==> src/rtl/outport_pkg.sv <==
// ============================================================================
// Module : outport_pkg
// Shared width default, output FSM encoding and parity helper for outport_fifo_tx.
// Rev    : 1.0
// ============================================================================
`default_nettype none

package outport_pkg;

    localparam int OUT_DATA_W = 32;

    localparam logic [0:0] OUT_IDLE = 1'b0;
    localparam logic [0:0] OUT_SEND = 1'b1;

    function automatic logic even_parity(input logic [OUT_DATA_W-1:0] d);
        return ^d;
    endfunction

endpackage

`default_nettype wire

==> src/rtl/outport_fifo_tx_sync_fifo.sv <==
// ============================================================================
// Module : sync_fifo
// Storage, wrapping pointers, occupancy count and full/empty for outport_fifo_tx.
// Rev    : 1.0
// ============================================================================
`default_nettype none

module sync_fifo #(
    parameter int DATA_W = 32,
    parameter int DEPTH  = 4,
    parameter int CNT_W  = 3
) (
    input  logic              clk,
    input  logic              clr,
    input  logic              i_push,
    input  logic              i_pop,
    input  logic [DATA_W-1:0] i_wdata,
    output logic [DATA_W-1:0] o_rdata,
    output logic [CNT_W-1:0]  o_count,
    output logic              o_full,
    output logic              o_empty
);

    localparam int ADDR_W = $clog2(DEPTH);
    localparam logic [CNT_W-1:0] c_DEPTH = CNT_W'(DEPTH);

    logic [DATA_W-1:0] r_mem [DEPTH];
    logic [ADDR_W-1:0] r_wr_ptr;
    logic [ADDR_W-1:0] r_rd_ptr;
    logic [CNT_W-1:0]  r_count;

    // Caller guarantees no pop when empty and no push when full without a pop.
    always_ff @(posedge clk) begin
        if (i_push) begin
            r_mem[r_wr_ptr] <= i_wdata;
        end
    end

    always_ff @(posedge clk) begin
        if (!clr) begin
            r_wr_ptr <= '0;
            r_rd_ptr <= '0;
            r_count  <= '0;
        end else begin
            if (i_push) begin
                r_wr_ptr <= r_wr_ptr + 1'b1;
            end
            if (i_pop) begin
                r_rd_ptr <= r_rd_ptr + 1'b1;
            end
            if (i_push && !i_pop) begin
                r_count <= r_count + 1'b1;
            end else if (i_pop && !i_push) begin
                r_count <= r_count - 1'b1;
            end
        end
    end

    assign o_rdata = r_mem[r_rd_ptr];
    assign o_count = r_count;
    assign o_full  = (r_count == c_DEPTH);
    assign o_empty = (r_count == '0);

endmodule

`default_nettype wire

==> src/rtl/outport_fifo_tx.sv <==
// ============================================================================
// Module : outport_fifo_tx
// Output port: buffers bus words in a FIFO and streams them over valid/ready.
// Optional feature macro: OUTPORT_PARITY_EN (adds registered ext_parity).
// Rev    : 1.0
// ============================================================================
`default_nettype none

module outport_fifo_tx
    import outport_pkg::*;
#(
    parameter int DATA_W = OUT_DATA_W,
    parameter int DEPTH  = 4,
    parameter int CNT_W  = 3
) (
    input  logic              clk,
    input  logic              clr,
    input  logic              outport_enable,
    input  logic [DATA_W-1:0] bus_in,
    output logic [DATA_W-1:0] ext_data,
    output logic              ext_valid,
    input  logic              ext_ready,
`ifdef OUTPORT_PARITY_EN
    output logic              ext_parity,
`endif
    output logic              fifo_full,
    output logic              fifo_empty,
    output logic [CNT_W-1:0]  fifo_count,
    output logic              overflow
);

    logic [0:0]        r_state;
    logic [DATA_W-1:0] r_ext_data;
    logic              r_overflow;

    logic [DATA_W-1:0] w_head;
    logic [CNT_W-1:0]  w_count;
    logic              w_full;
    logic              w_empty;
    logic              w_pop;
    logic              w_bypass;
    logic              w_push;
    logic              w_drop;

    sync_fifo #(
        .DATA_W (DATA_W),
        .DEPTH  (DEPTH),
        .CNT_W  (CNT_W)
    ) u_fifo (
        .clk     (clk),
        .clr     (clr),
        .i_push  (w_push),
        .i_pop   (w_pop),
        .i_wdata (bus_in),
        .o_rdata (w_head),
        .o_count (w_count),
        .o_full  (w_full),
        .o_empty (w_empty)
    );

    // Output stage refills from the FIFO head first; bus_in bypasses only when the FIFO is empty.
    always_comb begin
        w_pop    = 1'b0;
        w_bypass = 1'b0;
        case (r_state)
            OUT_IDLE: begin
                if (!w_empty)            w_pop    = 1'b1;
                else if (outport_enable) w_bypass = 1'b1;
            end
            OUT_SEND: begin
                if (ext_ready) begin
                    if (!w_empty)            w_pop    = 1'b1;
                    else if (outport_enable) w_bypass = 1'b1;
                end
            end
            default: ;
        endcase
        w_push = outport_enable && !w_bypass && (!w_full || w_pop);
        w_drop = outport_enable && !w_bypass && !w_push;
    end

    always_ff @(posedge clk) begin
        if (!clr) begin
            r_state    <= OUT_IDLE;
            r_ext_data <= '0;
            r_overflow <= 1'b0;
        end else begin
            if (w_pop || w_bypass) begin
                r_state    <= OUT_SEND;
                r_ext_data <= w_pop ? w_head : bus_in;
            end else if (r_state == OUT_SEND && ext_ready) begin
                r_state <= OUT_IDLE;
            end
            if (w_drop) begin
                r_overflow <= 1'b1;
            end
        end
    end

`ifdef OUTPORT_PARITY_EN
    logic r_parity;

    always_ff @(posedge clk) begin
        if (!clr) begin
            r_parity <= 1'b0;
        end else if (w_pop || w_bypass) begin
            r_parity <= even_parity(w_pop ? w_head : bus_in);
        end
    end

    assign ext_parity = r_parity;
`endif

    assign ext_data   = r_ext_data;
    assign ext_valid  = (r_state == OUT_SEND);
    assign overflow   = r_overflow;
    assign fifo_full  = w_full;
    assign fifo_count = w_count;
    assign fifo_empty = w_empty && (r_state == OUT_IDLE);

endmodule

`default_nettype wire

==> config.mk <==
export PLATFORM = sky130hd
export DESIGN_NAME = outport_fifo_tx
export DESIGN_NICKNAME = d
export VERILOG_FILES = /design/src/rtl/outport_pkg.sv /design/src/rtl/outport_fifo_tx_sync_fifo.sv /design/src/rtl/outport_fifo_tx.sv
export SDC_FILE = /design/constraint.sdc
export NUM_CORES = 1
export LEC_CHECK = 0
export ABC_CLOCK_PERIOD_IN_PS = 2500
export CAP_MARGIN = 20
export CELL_PAD_IN_SITES_DETAIL_PLACEMENT = 1
export CELL_PAD_IN_SITES_GLOBAL_PLACEMENT = 1
export CORE_ASPECT_RATIO = 1.1
export CORE_UTILIZATION = 42
export DETAILED_ROUTE_END_ITERATION = 12
export PLACE_DENSITY = 0.8
export SKIP_CTS_REPAIR_TIMING = 1
export SLEW_MARGIN = 10
export SYNTH_ARGS = -nofsm -noshare
export SYNTH_HDL_FRONTEND = slang
export SYNTH_SLANG_ARGS = --single-unit
==> constraint.sdc <==
create_clock -name clk -period 2.5 [get_ports clk]
set_input_delay 0.25 -clock clk [delete_from_list [all_inputs] [get_ports clk]]
set_output_delay 0.25 -clock clk [all_outputs]
set_load 0.05 [all_outputs]
Word level (Yosys, flattened, before mapping)
Memory sizes are Yosys's and may differ from the RTL's. A register that Yosys moved wholly into a read port is not among the register bits.
Index checks and enable logic that the tools add are counted.
Word-level totals
  register bits after elaboration: 41
  bits in writable memories: 128
  word-level logic and storage cells: 45
  memories: 1
Cells by class
  $add $sub $neg: 4
  equality and inequality tests: 1
  mux-type cells: 16
  bitwise logic cells: 1
  reduce and logical (&&, ||, !) cells: 16
Memories
  u_fifo.r_mem: depth 4, bits a word 32, read ports 1, clocked after memory_dff 1, wr ports 1, line outport_fifo_tx_sync_fifo.sv:27  | logic [DATA_W-1:0] r_mem [DEPTH];
Operators by type and width (count)
  32-bit 2-to-1 mux: 1
  1-bit 2-to-1 mux: 9
  1-bit logical AND: 7
  3-bit 2-to-1 mux: 2
  2-bit by 1-bit adder with 2-bit output (second input constant): 2
  1-bit zero test: 4
  2-bit 2-to-1 mux: 2
  1-bit case mux with 2 select lines: 2
  2-bit nonzero test: 2
  3-bit by 1-bit adder with 3-bit output (second input constant): 1
  3-bit equality test (second input constant): 1
  3-bit zero test: 1
  3-bit by 1-bit subtractor with 3-bit output (second input constant): 1
  1-bit logical OR: 2
  1-bit NOT: 1

Longest topological paths before layout
  depth after elaboration: 11
  mapped depth: 10

Modules after synthesis
Synthesis repeated with hierarchy kept, for this count alone.
Second synthesis, totals
  cell total of the unflattened synthesis: 373
  area, all modules: 6836.6 µm²
Modules (own cells, without submodules)
  sync_fifo: times used 1, cells each 210, area an instance 5103.6 µm², seq. area each 4023.9 µm²
  outport_fifo_tx: times used 1, cells each 163, area an instance 1732.9 µm², seq. area each 680.7 µm²

Worst setup path before layout
OpenSTA, ideal clock, no wires.
  path kind: reg2reg
  from: reg r_state, in the netlist ext_valid
  to: reg u_fifo.r_count[2], in the netlist u_fifo.o_count[2]
  arrival time: 2.584 ns
  required time: 2.424 ns
  path slack: -0.160 ns
  stages on the path, launching flop included: 10
  buffers on the path: 0
  clock period less this slack: 2.660 ns
  path through: dfxtp_1 -> and2b_1 -> xnor2_1 -> a21boi_1 -> ha_1 -> inv_1 -> fa_1 -> xor2_1 -> or3_1 -> a21boi_0
Between the ends
  cells in the longest elaborated chain, start to end: 8
Ends and longest elaborated chain
  start: declaration: line outport_fifo_tx.sv:32  | logic [0:0] r_state;
  start signal: assignment: line outport_fifo_tx.sv:84  | r_state <= OUT_IDLE;
  start signal: assignment: line outport_fifo_tx.sv:89  | r_state <= OUT_SEND;
  start signal: assignment: line outport_fifo_tx.sv:92  | r_state <= OUT_IDLE;
  1-bit NOT
  1-bit case mux with 2 select lines: line outport_fifo_tx.sv:65  | case (r_state)
  1-bit zero test: line outport_fifo_tx.sv:78  | w_push = outport_enable && !w_bypass && (!w_full || w_pop);
  1-bit logical AND: line outport_fifo_tx.sv:78
  1-bit logical AND *: line outport_fifo_tx.sv:78
  net u_fifo.i_push: line outport_fifo_tx_sync_fifo.sv:15  | input logic i_push,
  1-bit zero test: line outport_fifo_tx_sync_fifo.sv:53  | end else if (i_pop && !i_push) begin
  1-bit logical AND: line outport_fifo_tx_sync_fifo.sv:53
  2-bit nonzero test (no line)
  end signal: assignment: line outport_fifo_tx_sync_fifo.sv:52  | r_count <= r_count + 1'b1;
  end signal: assignment: line outport_fifo_tx_sync_fifo.sv:54  | r_count <= r_count - 1'b1;
  end: declaration: line outport_fifo_tx_sync_fifo.sv:30  | logic [CNT_W-1:0] r_count;
Mark *: on every way through the listed nets, which the timed path passes. The rest lies on a longest branch.
A chain may end at the register's enable or synchronous reset.

Worst setup path after layout
  from: reg u_fifo.r_count[2], in the netlist u_fifo.o_count[2]
  to: reg u_fifo.r_count[2], in the netlist u_fifo.o_count[2]
Between the ends
  cells in the longest elaborated chain, start to end: 10
Ends and longest elaborated chain
  3-bit zero test: line outport_fifo_tx_sync_fifo.sv:62  | assign o_empty = (r_count == '0);
  1-bit 2-to-1 mux: line outport_fifo_tx.sv:67, outport_fifo_tx.sv:72
  1-bit 2-to-1 mux: line outport_fifo_tx.sv:71  | if (ext_ready) begin
  1-bit case mux with 2 select lines: line outport_fifo_tx.sv:65
  1-bit zero test: line outport_fifo_tx.sv:78
  1-bit logical AND (2 in a row): line outport_fifo_tx.sv:78
  1-bit zero test: line outport_fifo_tx_sync_fifo.sv:53
  1-bit logical AND: line outport_fifo_tx_sync_fifo.sv:53
  2-bit nonzero test (no line)
Several ways; a longest one is shown, not always the timed one. The select of a mux whose other input is x is not followed.

==> impl_metrics.ini <==
[status]
outcome = finished, final reports clean

[clocking]
ctsHtreeMaxLevel = 4
insertion_delay_ns = 0.43
cts_root_buffer = clkbuf_16
cts.sinks = 171
clockBufferDepth = 2
cts_made_buffers = 17
tritoncts = yes
cts.reportedPaths.clkPinSlew_ns = 0.07

[route]
routedWlPerCell_um = 23.3
ant_nets = 0
vias = 3956
vias_per_cell = 5.64
routed_wl_um = 16300
drt_iter0_drc = 225
drc = 0
dr.pass1.iters = 4

[sta]
period_share_pct = 88.4
tightest_slew_ns = 1.02
report.final.hold_viol_count = 0
fmax_ghz = 0.452
skew_ns = 0.00985
hold_ws_ns = 0.492
rsz0062_at_grt = no
slew_headroom_pct = 31.8
setup_slack_ns = 0.289
setup_viol = 0
layout_min_cycle_time_ns = 2.21
drv_slew = 0

[floorplanning]
rows = 47
start_util_pct = 43.4
ios = 75
die_w_um = 121
die_y_um = 133
core_um2 = 15200
die_area_um2 = 16200

[synthesis]
syn_inst = 406
dominantRegCellSynth = edfxtp_1
synth.area.top_cells = edfxtp_1 58%, dfxtp_1 13%, mux4_2 11%
synth-async-reset-ratio_pct = 0
synth-seq-cells = 171
avgSynthCellArea_um2 = 16.2
synth.largest_area_cell = edfxtp_1
ys_types = 32
ys_seq_area_share_pct = 71.4
yosysMostFrequentCell = edfxtp_1
synth_commonest_cells = 128 x edfxtp_1, 64 x a21oi_1, 43 x dfxtp_1
synthDominantCellAreaShare_pct = 58.4
syn-num-nets = 448
synth_edf_count = 128
synth_area_um2 = 6590
yosys_warnings = 0

[flow_run]
maxCapViolations = 0

[setup_path]
rr_worst_depth = 8
reg2reg_slack_ns = 0.29
arrival_ns = 2.56
r2r_end = u_fifo.o_count[2]
max_stage_delay_ns = 0.42
path_cells = or3_4 > nand2_2 > ha_1 > inv_1 > fa_1 > xor2_1 > or3_1 > a21boi_0
cp_slowest_cell = or3_4
endpoint_kind = flop
startpoint_type = flop
path_max_fanout = 6
crit_type = reg2reg
reg2reg_from = u_fifo.o_count[2]
cp_data_required_time_ns = 2.85

[hold_path]
hold_path_class = in2reg
min_to = u_fifo.r_mem[1][21]
hold_path_depth = 1
hold_start = bus_in[21]

[global_routing]
antenna_found_initial = 0
grt_max_degree = 45
grt_pass1_vias = 4304
overflow = 0
grt_first_pass_wirelength_um = 25500
track_usage_pct = 21.9

[cells_and_area]
layout.cells.non_filler = 701
diodes = 0
area_growth_pct = 25.3
drive_gt1_share_pct = 19.4
final_util_pct = 54.4
fin_nets = 534

[power]
total_power_mw = 10.1
vdd_drop_max_mv = 0.704
p_leak_nw = 2.73
p_per_area_nw_per_um2 = 1220

[placement]
gp_congestion = 0.745
io_buffers = 74
dp_cells = 669
pre_cts_ws_ns = -0.115
dpl.hpwl_um = 9750
-- sequential cells by signal, summed over array words and instances, names as in the netlist, named ones only --
signal and cells:
ext_data 32, u_fifo.r_mem 128, u_fifo.r_wr_ptr 2, u_fifo.r_rd_ptr 2, u_fifo.o_count 3, overflow 1
ext_valid 1
-- kinds of logic after synthesis --
group                      after synthesis  share of synthesized area (%)
AOI/OAI and AO/OA                      103                           8.19
buffers and inverters                   31                           2.60
DFF                                    171                           71.4
and+or+nand+nor                         55                           4.46
muxes                                   35                           11.4
adders and majority gates                6                           1.25
xor gates and xnor gates                 5                          0.665
-- cells in the final DEF (no fill, tap or decap), types with 2 or more instances in the layout --
cell	instances
a21oi_1	64
and2_1	5
and2_2	4
buf_12	5
buf_4	17
bufinv_16	3
clkbuf_16	17
clkdlybuf4s50_1	73
clkinv_2	3
clkinv_4	4
dfxtp_1	37
dfxtp_2	4
dfxtp_4	2
edfxtp_1	128
ha_1	5
inv_1	3
mux2i_1	3
mux4_2	32
nand2_1	4
nand3_1	33
nor2_1	2
nor2b_1	2
o21ai_0	33
xnor2_1	4
-- report_power, final --
group / total (mW) / internal, mW / switching [mW] / leakage [nW]
logic: 3.51 / 1.38 / 2.12 / 0.915
registers: 3.89 / 3.56 / 0.326 / 1.52
clock network: 2.70 / 1.58 / 1.12 / 0.294
-- layer usage --
| metal | GRT usage [%] | share of wire [%] | up-vias |
|---|---|---|---|
| li1 | - | - | 1756 |
| met1 | 27.9 | 41 | 2067 |
| met2 | 36.9 | 54 | 113 |
| met3 | 4.11 | 3.9 | 20 |
| met4 | 8.78 | 1.4 | 0 |
| met5 | 0 | 0 | - |
-- worst max-delay path: cells and delay by family (launching register included) --
kind	cells	cell delay, ns
xor gates and xnor gates	1	0.18
buffers and inverters	1	0.06
AOI/OAI and AO/OA	1	0.17
adders and majority gates	2	0.54
and+or+nand+nor	3	0.81
DFF	1	0.36
-- how the worst max path moves through the flow --
stage,from,end,slack (ns),depth (start not counted)
2_1_floorplan,u_fifo.o_count[2],u_fifo.o_count[2],0.01,10
3_3_place_gp,ext_ready,u_fifo.o_count[2],-0.03,10
3_5_place_dp,ext_ready,u_fifo.o_count[2],-0.11,10
4_1_cts,u_fifo.o_count[2],u_fifo.o_count[2],0.28,8
5_1_grt,ext_valid,u_fifo.o_count[2],0.14,9
6_report,u_fifo.o_count[2],u_fifo.o_count[2],0.29,8
-- layout make-up --
class                   instances  area [um2]
repair buffers                 95         958
flip-flops and latches        171        4720
well taps                     196         245
fillers                      1442        6920
inverters                       3        11.3
clock buffers                  18         429
clock inverters                14         171
multi-input cells             204        1720
-- per-stage QoR --
step | TNS, ns | instance area, um2
after floorplan | 0 | 6600
after global placement | -0.0292 | 7650
after detailed placement | -0.115 | 7650
after CTS | 0 | 8250
after global routing | 0 | 8250
final | 0 | 8250
Note: power is estimated with default switching activity, not from simulation.
